===== src/rtl/perf_seq_pkg.sv =====
// Shared types and constants for the performance counter request sequencer.
package perf_seq_pkg;

  typedef enum logic [2:0] {
    IDLE  = 3'd0,
    WRITE = 3'd1,
    RD0   = 3'd2,
    RD1   = 3'd3,
    RD2   = 3'd4,
    RD3   = 3'd5,
    OUT   = 3'd6
  } state_t;

  // Counter slave word map: each section owns a 4-word window.
  localparam int unsigned SEC_STRIDE = 4;
  localparam int unsigned STOP_OFS   = 0;  // write 0 to stop, write 1 at section 0 = global clear
  localparam int unsigned GO_OFS     = 1;
  localparam int unsigned EVT_OFS    = 2;
  localparam int unsigned TLO_OFS    = 0;  // read side of the same window
  localparam int unsigned THI_OFS    = 1;

  typedef struct packed {
    logic [2:0]  section;
    logic [63:0] time_cnt;
    logic [31:0] events;
  } snap_rec_t;

  function automatic logic [4:0] sec_addr(input logic [2:0] sec, input int unsigned ofs);
    return 5'(sec * SEC_STRIDE + ofs);
  endfunction

endpackage


===== src/rtl/perf_seq_pick.sv =====
// Lowest-set-bit priority encoder: flags any request and returns its index.
module perf_seq_pick #(
  parameter int unsigned W     = 8,
  parameter int unsigned IDX_W = 3
) (
  input  logic [W-1:0]     req,
  output logic             valid,
  output logic [IDX_W-1:0] idx
);

  // Scan upward; the first set bit wins.
  always_comb begin
    valid = 1'b0;
    idx   = '0;
    for (int unsigned i = 0; i < W; i++) begin
      if (req[i] && !valid) begin
        valid = 1'b1;
        idx   = IDX_W'(i);
      end
    end
  end

endmodule


===== src/rtl/perf_counter_sequencer.sv =====
// Serializes go/stop/clear/snapshot requests into performance counter slave
// transfers and returns each snapshot as one valid/ready record.
module perf_counter_sequencer
  import perf_seq_pkg::*;
#(
  parameter int unsigned NUM_SECTIONS = 8
) (
  input  logic                    clk,
  input  logic                    reset,
  input  logic [NUM_SECTIONS-1:0] go_req,
  input  logic [NUM_SECTIONS-1:0] stop_req,
  input  logic [NUM_SECTIONS-1:0] snap_req,
  input  logic                    clear_req,
  output logic [4:0]              pc_address,
  output logic                    pc_begintransfer,
  output logic                    pc_write,
  output logic [31:0]             pc_writedata,
  input  logic [31:0]             pc_readdata,
  output logic                    snap_valid,
  input  logic                    snap_ready,
  output logic [2:0]              snap_section,
  output logic [63:0]             snap_time,
  output logic [31:0]             snap_events,
  output logic                    busy,
  output logic                    overrun
);

  state_t state_q, state_d;

  logic [NUM_SECTIONS-1:0] go_pend, stop_pend, snap_pend;
  logic [NUM_SECTIONS-1:0] go_pend_d, stop_pend_d, snap_pend_d;
  logic [NUM_SECTIONS-1:0] go_gnt, stop_gnt, snap_gnt;
  logic [NUM_SECTIONS-1:0] go_clr, stop_clr;
  logic                    clr_pend, clr_pend_d, clr_grant;
  logic                    overrun_d, busy_d, hit;

  logic                    go_v, stop_v, snap_v;
  logic [2:0]              go_idx, stop_idx, snap_idx;

  logic [2:0]              sec_q, sec_d;
  logic [31:0]             lo_q, hi_q;
  snap_rec_t               rec_q;

  logic [4:0]              addr_d;
  logic                    bt_d, wr_d, valid_d, load_rec;
  logic [31:0]             wdata_d;

  perf_seq_pick #(.W(NUM_SECTIONS), .IDX_W(3)) u_pick_stop (
    .req   (stop_pend),
    .valid (stop_v),
    .idx   (stop_idx)
  );

  perf_seq_pick #(.W(NUM_SECTIONS), .IDX_W(3)) u_pick_go (
    .req   (go_pend),
    .valid (go_v),
    .idx   (go_idx)
  );

  perf_seq_pick #(.W(NUM_SECTIONS), .IDX_W(3)) u_pick_snap (
    .req   (snap_pend),
    .valid (snap_v),
    .idx   (snap_idx)
  );

  // State register.
  always_ff @(posedge clk or posedge reset) begin
    if (reset) state_q <= IDLE;
    else       state_q <= state_d;
  end

  // Next state, grant selection and next values of the registered slave/record outputs.
  always_comb begin
    state_d   = state_q;
    sec_d     = sec_q;
    addr_d    = '0;
    bt_d      = 1'b0;
    wr_d      = 1'b0;
    wdata_d   = '0;
    valid_d   = 1'b0;
    load_rec  = 1'b0;
    clr_grant = 1'b0;
    go_gnt    = '0;
    stop_gnt  = '0;
    snap_gnt  = '0;
    case (state_q)
      IDLE: begin
        if (clr_pend) begin
          clr_grant = 1'b1;
          state_d   = WRITE;
          addr_d    = sec_addr(3'd0, STOP_OFS);
          bt_d      = 1'b1;
          wr_d      = 1'b1;
          wdata_d   = 32'd1;
        end else if (stop_v) begin
          stop_gnt  = NUM_SECTIONS'(1) << stop_idx;
          state_d   = WRITE;
          addr_d    = sec_addr(stop_idx, STOP_OFS);
          bt_d      = 1'b1;
          wr_d      = 1'b1;
        end else if (go_v) begin
          go_gnt    = NUM_SECTIONS'(1) << go_idx;
          state_d   = WRITE;
          addr_d    = sec_addr(go_idx, GO_OFS);
          bt_d      = 1'b1;
          wr_d      = 1'b1;
        end else if (snap_v) begin
          snap_gnt  = NUM_SECTIONS'(1) << snap_idx;
          sec_d     = snap_idx;
          state_d   = RD0;
          addr_d    = sec_addr(snap_idx, TLO_OFS);
          bt_d      = 1'b1;
        end
      end
      WRITE: state_d = IDLE;
      RD0: begin
        state_d = RD1;
        addr_d  = sec_addr(sec_q, THI_OFS);
        bt_d    = 1'b1;
      end
      RD1: begin
        state_d = RD2;
        addr_d  = sec_addr(sec_q, EVT_OFS);
        bt_d    = 1'b1;
      end
      RD2: begin
        // Address held one more cycle so the registered read of the event word lands in RD3.
        state_d = RD3;
        addr_d  = sec_addr(sec_q, EVT_OFS);
      end
      RD3: begin
        state_d  = OUT;
        valid_d  = 1'b1;
        load_rec = 1'b1;
      end
      OUT: begin
        if (snap_ready) state_d = IDLE;
        else            valid_d = 1'b1;
      end
      default: state_d = IDLE;
    endcase
  end

  // Pending-bit update: granted bits drop, new pulses set; a pulse into an already-set,
  // not-just-granted bit is an overrun. A clear grant wipes go/stop but keeps snapshots.
  always_comb begin
    stop_clr    = clr_grant ? '1 : stop_gnt;
    go_clr      = clr_grant ? '1 : go_gnt;
    stop_pend_d = (stop_pend & ~stop_clr) | stop_req;
    go_pend_d   = (go_pend & ~go_clr) | go_req;
    snap_pend_d = (snap_pend & ~snap_gnt) | snap_req;
    clr_pend_d  = (clr_pend & ~clr_grant) | clear_req;
    hit         = (|(stop_req & stop_pend & ~stop_clr)) |
                  (|(go_req & go_pend & ~go_clr)) |
                  (|(snap_req & snap_pend & ~snap_gnt)) |
                  (clear_req & clr_pend & ~clr_grant);
    overrun_d   = (overrun & ~clr_grant) | hit;
    busy_d      = (state_d != IDLE) | (|stop_pend_d) | (|go_pend_d) |
                  (|snap_pend_d) | clr_pend_d;
  end

  // Pending registers, status flags and registered slave-side outputs.
  always_ff @(posedge clk or posedge reset) begin
    if (reset) begin
      go_pend          <= '0;
      stop_pend        <= '0;
      snap_pend        <= '0;
      clr_pend         <= 1'b0;
      overrun          <= 1'b0;
      busy             <= 1'b0;
      sec_q            <= '0;
      pc_address       <= '0;
      pc_begintransfer <= 1'b0;
      pc_write         <= 1'b0;
      pc_writedata     <= '0;
    end else begin
      go_pend          <= go_pend_d;
      stop_pend        <= stop_pend_d;
      snap_pend        <= snap_pend_d;
      clr_pend         <= clr_pend_d;
      overrun          <= overrun_d;
      busy             <= busy_d;
      sec_q            <= sec_d;
      pc_address       <= addr_d;
      pc_begintransfer <= bt_d;
      pc_write         <= wr_d;
      pc_writedata     <= wdata_d;
    end
  end

  // Snapshot capture; the record is only published once all three words are in.
  always_ff @(posedge clk or posedge reset) begin
    if (reset) begin
      lo_q       <= '0;
      hi_q       <= '0;
      rec_q      <= '0;
      snap_valid <= 1'b0;
    end else begin
      if (state_q == RD1) lo_q <= pc_readdata;
      if (state_q == RD2) hi_q <= pc_readdata;
      if (load_rec) begin
        rec_q.section  <= sec_q;
        rec_q.time_cnt <= {hi_q, lo_q};
        rec_q.events   <= pc_readdata;
      end
      snap_valid <= valid_d;
    end
  end

  assign snap_section = rec_q.section;
  assign snap_time    = rec_q.time_cnt;
  assign snap_events  = rec_q.events;

endmodule


===== config.mk =====
export PLATFORM = sky130hd
export DESIGN_NAME = perf_counter_sequencer
export DESIGN_NICKNAME = d
export VERILOG_FILES = /design/src/rtl/perf_seq_pkg.sv /design/src/rtl/perf_seq_pick.sv /design/src/rtl/perf_counter_sequencer.sv
export SDC_FILE = /design/constraint.sdc
export NUM_CORES = 1
export LEC_CHECK = 0
export ABC_AREA = 0
export ABC_CLOCK_PERIOD_IN_PS = 7400
export BUFFER_PORTS_ARGS = -buffer_cell sky130_fd_sc_hd__buf_2
export CAP_MARGIN = 20
export CORE_MARGIN = 10
export CORE_UTILIZATION = 50
export DETAILED_ROUTE_END_ITERATION = 16
export GPL_TIMING_DRIVEN = 0
export PLACE_DENSITY = 0.74
export RECOVER_POWER = 100
export SYNTH_ARGS = -nofsm -noshare
export SYNTH_HDL_FRONTEND = slang
export SYNTH_SLANG_ARGS = --single-unit

===== constraint.sdc =====
create_clock -name clk -period 7.4 [get_ports clk]
set_clock_uncertainty 0.15 [all_clocks]
set_input_delay 0 -clock clk [delete_from_list [all_inputs] [get_ports clk]]
set_output_delay 0 -clock clk [all_outputs]
set_load 0.05 [all_outputs]

==> flow_summary.yaml, run 1 <==
status:
  status: "finished with violations"
  failed_checks: "capacitance limit, slew limit"
cells_and_area:
  share_of_post_route_cells_with_drive_strength_above_1_pct: 27.3
  fillCellCount: 1338
  antennaDiodeCount: 0
  final_core_util_pct: 66.3
  synthesis_to_layout_area_growth_pct: 28.8
  finalNetCount: 1051
  multi_input_comb_area_sq_um: 3150
  finish.instance_area_sq_um: 11100
  ff_latch_area_sq_um: 5130
yosys:
  area_contributors_post_synth: "dfrtp_1 60%, mux2_2 17%, nand2_1 5.1%"
  mappedNetlistArea_sq_um: 8600
  synth.yosys.seq_area_share_pct: 59.7
  ys_dominant_reg_cell: "dfrtp_1"
  postSynthAreaPerCell_sq_um: 12.2
  leading_area_contributor_after_synthesis: "dfrtp_1"
  synth-async-reset-ratio_pct: 100
  synth_cells: 707
  synth_edf_count: 0
  synth_top_area_share_pct: 59.7
  postSynthRegisterBits: 205
  post_synth_num_cell_types: 61
  synth_warn: 0
sta:
  hold_viol: 0
  timing.final.ws_setup_ps: 3170
  max_freq_ghz: 0.236
  timing.setup.tns_ps: 0
  worst_slew_margin_relative_to_its_limit_pct: -121
  slew_violations: 86
  finalCritPeriodShare_pct: 57.1
  post-route-min-period_ps: 4230
  setup_viol_count_final: 0
  worstMarginPinSlew_ps: 3290
  grt_setup_unrepaired: "no"
critical_path:
  r2r_startpoint: "stop_pend[0]$_DFF_PP0_"
  critPathLaunchType: "flop"
  reg2reg_slack_ps: 3170
  worstSetupPathType: "reg -> reg"
  r2r_end: "overrun$_DFF_PP0_"
  timing.critical_path.from: "stop_pend[0]$_DFF_PP0_"
  worstPathRequired_ps: 7630
  setup.worst_path.end: "overrun$_DFF_PP0_"
  cp_max_fo: 10
  critPathCaptureType: "flop"
  reg2regPathDepth: 7
  worst_ep_arrival_time_ps: 4450
hold_path:
  min_path_type: "in -> reg"
power_and_ir_drop:
  power_frac_clock_pct: 21.2
  p_comb_share_pct: 43.8
  power_internal_w: 0.00301
  static-leakage-power_nw: 5.01
  share_seq_of_total_power_pct: 35.1
  swShare_pct: 45.1
  ir_worst_vdd_v: 0.000361
  power_density_nw_per_um2: 496
  finalPower_w: 0.00549
  power_switching_w: 0.00248
floorplan:
  core.rowCount: 47
  floorplan.die_area_sq_um: 22800
  num_io_pins: 201
  die_height_um: 151
  die_w_um: 151
  core-area_sq_um: 16700
  initial_cell_density_of_the_core_pct: 51.5
placed_design:
  post_dp_cell_area_sq_um: 9860
  dp_hpwl_um: 16200
  placement.io_buffers: 169
  place_worst_setup_slack_ps: 4300
  rd_place_congestion: 0.913
grt:
  grt-ovfl-total: 0
  grt_start_max_net_pins: 132
  global_route.usage.total_pct: 20.4
  grt_first_pass_wirelength_um: 37600
  first_global_vias: 6909
  antenna_found_initial: 0
drt:
  route.detailed.vias_per_inst: 5.27
  avgRoutedWirePerCell_um: 18.9
  drt_drc_violations_left: 0
  final_antenna_net_count: 0
  detailroute.via_count: 6465
  total_wire_length_after_detailed_routing_um: 23200
  detailedRoute.firstIterationViolations: 433
  dr.pass1.iters: 5
cts:
  path_clk_slew_ps: 60
  clock_tree.htree_level_count: 1
  clock_tree_from_tritoncts: "done"
  cts_buffers: 22
  clock_insertion_delay_worst_skew_ps: 500
  cts-resized-gates: 0
  cts.path.max_buffers: 3
  cts.root.buffer_cell: "clkbuf_16"
  numClockSinks: 205
run:
  cap_violations: 2
-- power by group through the flow --
stage,Clock [W],Combinational (W),Sequential (W)
final,0.00116,0.00240,0.00193
after global routing,0.00123,0.00257,0.00199
after CTS,0.00118,0.00251,0.00192
after detailed placement,0,0.00247,0.00193
after global placement,0,0.00244,0.00191
after floorplan,0,0.000885,0.00287
-- registers in the layout, summed over array words and instances, names as in the netlist, 3 cells and up --
signal	flops
go_pend	8
snap_pend	8
sec_q	3
hi_q	32
pc_address	5
snap_events	32
snap_time	64
state_q	3
lo_q	32
snap_section	3
stop_pend	8
-- logic make-up (layout without fill, tap and decap cells) --
family	Yosys count	after routing	synth area share, %
flops	205	205	59.7
simple gates	213	213	11.8
mux	131	131	17.2
compound gates	85	85	6.73
other cells	1	31	0.0436
buf+inv	72	342	4.56
-- synthesized netlist by cell type, types with 2 or more instances --
library cell and n:
a21o_1 13, a21oi_1 12, a22oi_1 3, a31oi_1 5, and3_1 3, buf_1 4, buf_2 4, buf_4 31
clkbuf_1 20, dfrtp_1 205, inv_1 13, mux2_2 131, nand2_1 117, nand2b_1 6, nand3_1 15, nand4_1 2
nor2_1 28, nor2b_1 2, nor3_1 13, nor4_1 4, nor4_2 3, nor4_4 2, o21ai_0 20, o21ai_1 3
o21bai_1 4, o22ai_1 2, o311a_1 2, o31ai_1 2, or2_2 5, or4_1 2
-- through the flow --
| step | hold WS (ps) | std cells |
|---|---|---|
| 2_1_floorplan | -57.7 | 737 |
| 3_3_place_gp | 72.3 | 1126 |
| 3_5_place_dp | -38.1 | 1127 |
| 4_1_cts | 82.8 | 1227 |
| 5_1_grt | 120 | 1227 |
| 6_report | 112 | 1227 |
-- per-layer routing --
| metal | global-route usage [%] | routed length (um) | vias up |
|---|---|---|---|
| li1 | - | - | 2965 |
| met1 | 26.7 | 9800 | 3215 |
| met2 | 32.8 | 10800 | 236 |
| met3 | 5.82 | 2000 | 49 |
| met4 | 5.25 | 587 | 0 |
| met5 | 0 | 0 | - |
-- worst min path at each step --
stage                    startpoint                     end  depth (start not counted)
floorplan                 clear_req      clr_pend$_DFF_PP0_                          1
global placement          go_req[0]    go_pend[0]$_DFF_PP0_                          2
detailed placement            reset    lo_q[15]$_DFFE_PP0P_                          2
CTS                       go_req[0]    go_pend[0]$_DFF_PP0_                          3
global route            snap_req[3]  snap_pend[3]$_DFF_PP0_                          3
finish              pc_readdata[11]    hi_q[11]$_DFFE_PP0N_                          4
-- cell usage in the layout, fill, tap and decap left out, types with 3 or more instances in the layout --
cell type	instances
clkinv_2	5
clkbuf_16	22
nor2_1	28
a21o_1	13
nor3_1	14
a21oi_1	12
nand2_1	117
a22oi_1	3
o21bai_1	4
or2_2	5
buf_2	61
inv_1	12
a31oi_1	5
buf_4	31
dfrtp_1	205
conb_1	31
nor4_1	7
dlygate4sd3_1	60
clkbuf_8	6
clkbuf_1	137
mux2_2	130
and3_1	3
nand2b_1	6
bufinv_16	3
nand3_1	15
o21ai_0	23
-- final cells by class --
type                       instances  share of cell area, %
inverter                          13                  0.452
tap                              220                   2.49
timing repair buffer             230                   12.1
clock buffer                      29                   5.75
buffer                            59                   3.07
clock inverter                    11                   1.32
multi-input combinational        460                   28.5
sequential                       205                   46.3
-- worst max-delay path: stages (launching register included) --
cell       delay [ps]
dfrtp_1           470
nor4_1           1460
and3b_1           330
o21ai_0           130
and3_1            270
nor4_1            590
o2111ai_1         180
or4b_1            540
-- repair_timing --
item	4_1_cts	5_1_grt
hold buffers	60	0
setup buffers	0	0
endpoints found under the setup margin	0	0
endpoints found under the hold margin	200	0
Note: power is estimated with default switching activity, not from simulation.
==> run 2, diff against run 1 <==
--- a/config.mk
+++ b/config.mk
@@ -6,7 +6,7 @@
 export NUM_CORES = 1
 export LEC_CHECK = 0
 export ABC_AREA = 0
-export ABC_CLOCK_PERIOD_IN_PS = 7400
+export ABC_CLOCK_PERIOD_IN_PS = 4400
 export BUFFER_PORTS_ARGS = -buffer_cell sky130_fd_sc_hd__buf_2
 export CAP_MARGIN = 20
 export CORE_MARGIN = 10
==> constraint.sdc (replaced) <==
create_clock -name clk -period 4.4 [get_ports clk]
set_clock_uncertainty 0.15 [all_clocks]
set_input_delay 0 -clock clk [delete_from_list [all_inputs] [get_ports clk]]
set_output_delay 0 -clock clk [all_outputs]
set_load 0.05 [all_outputs]
==> run 2 against run 1 <==
  * The flow still finishes with violations (capacitance limit, slew limit)
  * Clock power is 57% higher
  * Combinational power increased by 69%
  * Die area unchanged
  * Global-route usage decreased by 0.16 points
  * Hold slack worse by 10 ps
==> flow_summary.yaml, run 2 (synthesis gave the netlist of run 1 again) <==
grt:
  grt_start_max_net_pins: 43
  global_route.usage.total_pct: 20.3
  grt-ovfl-total: 0
  first_global_vias: 6751
  grt_first_pass_wirelength_um: 37300
  antenna_found_initial: 0
run:
  cap_violations: 1
drt:
  detailedRoute.firstIterationViolations: 314
  dr.pass1.iters: 5
  detailroute.via_count: 6469
  drt_drc_violations_left: 0
  total_wire_length_after_detailed_routing_um: 23200
  route.detailed.vias_per_inst: 5.26
  final_antenna_net_count: 0
  avgRoutedWirePerCell_um: 18.9
placed_design:
  post_dp_cell_area_sq_um: 9930
  placement.io_buffers: 169
  rd_place_congestion: 0.884
  dp_hpwl_um: 16600
  place_worst_setup_slack_ps: 1330
  dp.cells: 1131
status:
  status: "finished with violations"
  failed_checks: "capacitance limit, slew limit"
floorplan:
  die_w_um: 151
  floorplan.die_area_sq_um: 22800
  core-area_sq_um: 16700
  core.rowCount: 47
  num_io_pins: 201
  initial_cell_density_of_the_core_pct: 51.5
  die_height_um: 151
cells_and_area:
  synthesis_to_layout_area_growth_pct: 28.7
  largest_register_ff_count: 64
  layout.cells.most_common: "dfrtp_1"
  share_of_post_route_cells_with_drive_strength_above_1_pct: 27.4
  layout.cells.non_filler: 1229
  most-common-layout-cells: "205 x dfrtp_1, 141 x clkbuf_1, 130 x mux2_2"
  antennaDiodeCount: 0
  finish.instance_area_sq_um: 11100
  finalNetCount: 1054
critical_path:
  r2r_startpoint: "state_q[0]$_DFF_PP0_"
  crit_slowest_cell: "nor3_1"
  reg2regPathDepth: 9
  reg2reg_slack_ps: 870
  worst_ep_arrival_time_ps: 3740
  crit_path_cell_trace: "clkbuf_1, nor3_1, clkbuf_1, o21ai_0, nand3_1, nand3_1, nor4_2, o2111ai_1, or4b_1"
  cp_max_fo: 10
  r2r_end: "overrun$_DFF_PP0_"
  worstPathRequired_ps: 4610
  critPathCaptureType: "flop"
  cp_slowest_stage_delay_ps: 720
  worstSetupPathType: "reg -> reg"
  critPathLaunchType: "flop"
power_and_ir_drop:
  power_density_nw_per_um2: 823
  finalPower_w: 0.00910
  ir_worst_vdd_v: 0.000560
  static-leakage-power_nw: 5.01
sta:
  max_freq_ghz: 0.284
  worstMarginPinSlew_ps: 2280
  grt_setup_unrepaired: "no"
  hold_viol: 0
  setup_viol_count_final: 0
  worst_slew_margin_relative_to_its_limit_pct: -51.9
  slew_violations: 38
  timing.final.ws_setup_ps: 873
  post-route-min-period_ps: 3530
  timing.setup.tns_ps: 0
  finalCritPeriodShare_pct: 80.2
hold_path:
  hold_path_startpoint: "pc_readdata[5]"
  hold_path_depth: 4
  min_to: "hi_q[5]$_DFFE_PP0N_"
  min_path_type: "in -> reg"
cts:
  clock_insertion_delay_worst_skew_ps: 510
  clock_tree_from_tritoncts: "done"
  clock_tree.htree_level_count: 1
  cts.path.max_buffers: 3
  path_clk_slew_ps: 60
  numClockSinks: 205
  cts.root.buffer_cell: "clkbuf_16"
  cts_setup_buffers: 0
  cts-resized-gates: 0
  cts_buffers: 22
run 2: layout make-up:
class | count | area [sq um]
repair buffers | 233 | 1380
plain buffers | 59 | 340
fillers | 1352 | 5640
multi-input cells | 460 | 3160
flip-flops and latches | 205 | 5130
clock inverters | 7 | 73.8
clock buffers | 32 | 648
well taps | 220 | 275
inverters | 13 | 50.0
run 2: worst max path at each step:
stage | startpoint | to | slack (ps)
final | state_q[0]$_DFF_PP0_ | overrun$_DFF_PP0_ | 870
after global routing | reset | state_q[1]$_DFF_PP0_ | 620
after CTS | stop_pend[4]$_DFF_PP0_ | overrun$_DFF_PP0_ | 1310
after detailed placement | stop_pend[4]$_DFF_PP0_ | overrun$_DFF_PP0_ | 1330
after global placement | reset | snap_time[52]$_DFFE_PP0P_ | 380
after floorplan | reset | busy$_DFF_PP0_ | 1590
run 2: layer usage:
metal / wire (um) / global-route usage, % / vias up
met3: 1880 / 5.82 / 35
met4: 438 / 4.67 / 0
li1: - / - / 2994
met1: 9730 / 26.1 / 3228
met2: 11200 / 33.3 / 212
met5: 0 / 0 / -
run 2: stage by stage:
stage	hold slack (ps)	utilization, %
6_report	102	66.2
5_1_grt	119	66.2
4_1_cts	5.13	67.3
3_5_place_dp	-15.8	59.5
3_3_place_gp	69.7	58.9
2_1_floorplan	-57.7	-
run 2: what timing repair did:
item                       in CTS  in global routing
hold buffers                   59                  0
setup endpoints to repair       0                  0
hold endpoints to repair      190                  0
run 2: worst max-delay path, delay by kind of cell, from the launching register on:
kind	cells	cell delay, ps
buf+inv	2	610
compound gates	2	360
flops	1	380
simple gates	5	1870
run 2: report_power, final:
part | leakage, nW | switching, W | internal (W)
combinational | 2.25 | 0.00291 | 0.00114
sequential | 2.40 | 0.000492 | 0.00274
clock | 0.356 | 0.000744 | 0.00108
total | 5.01 | 0.00415 | 0.00495
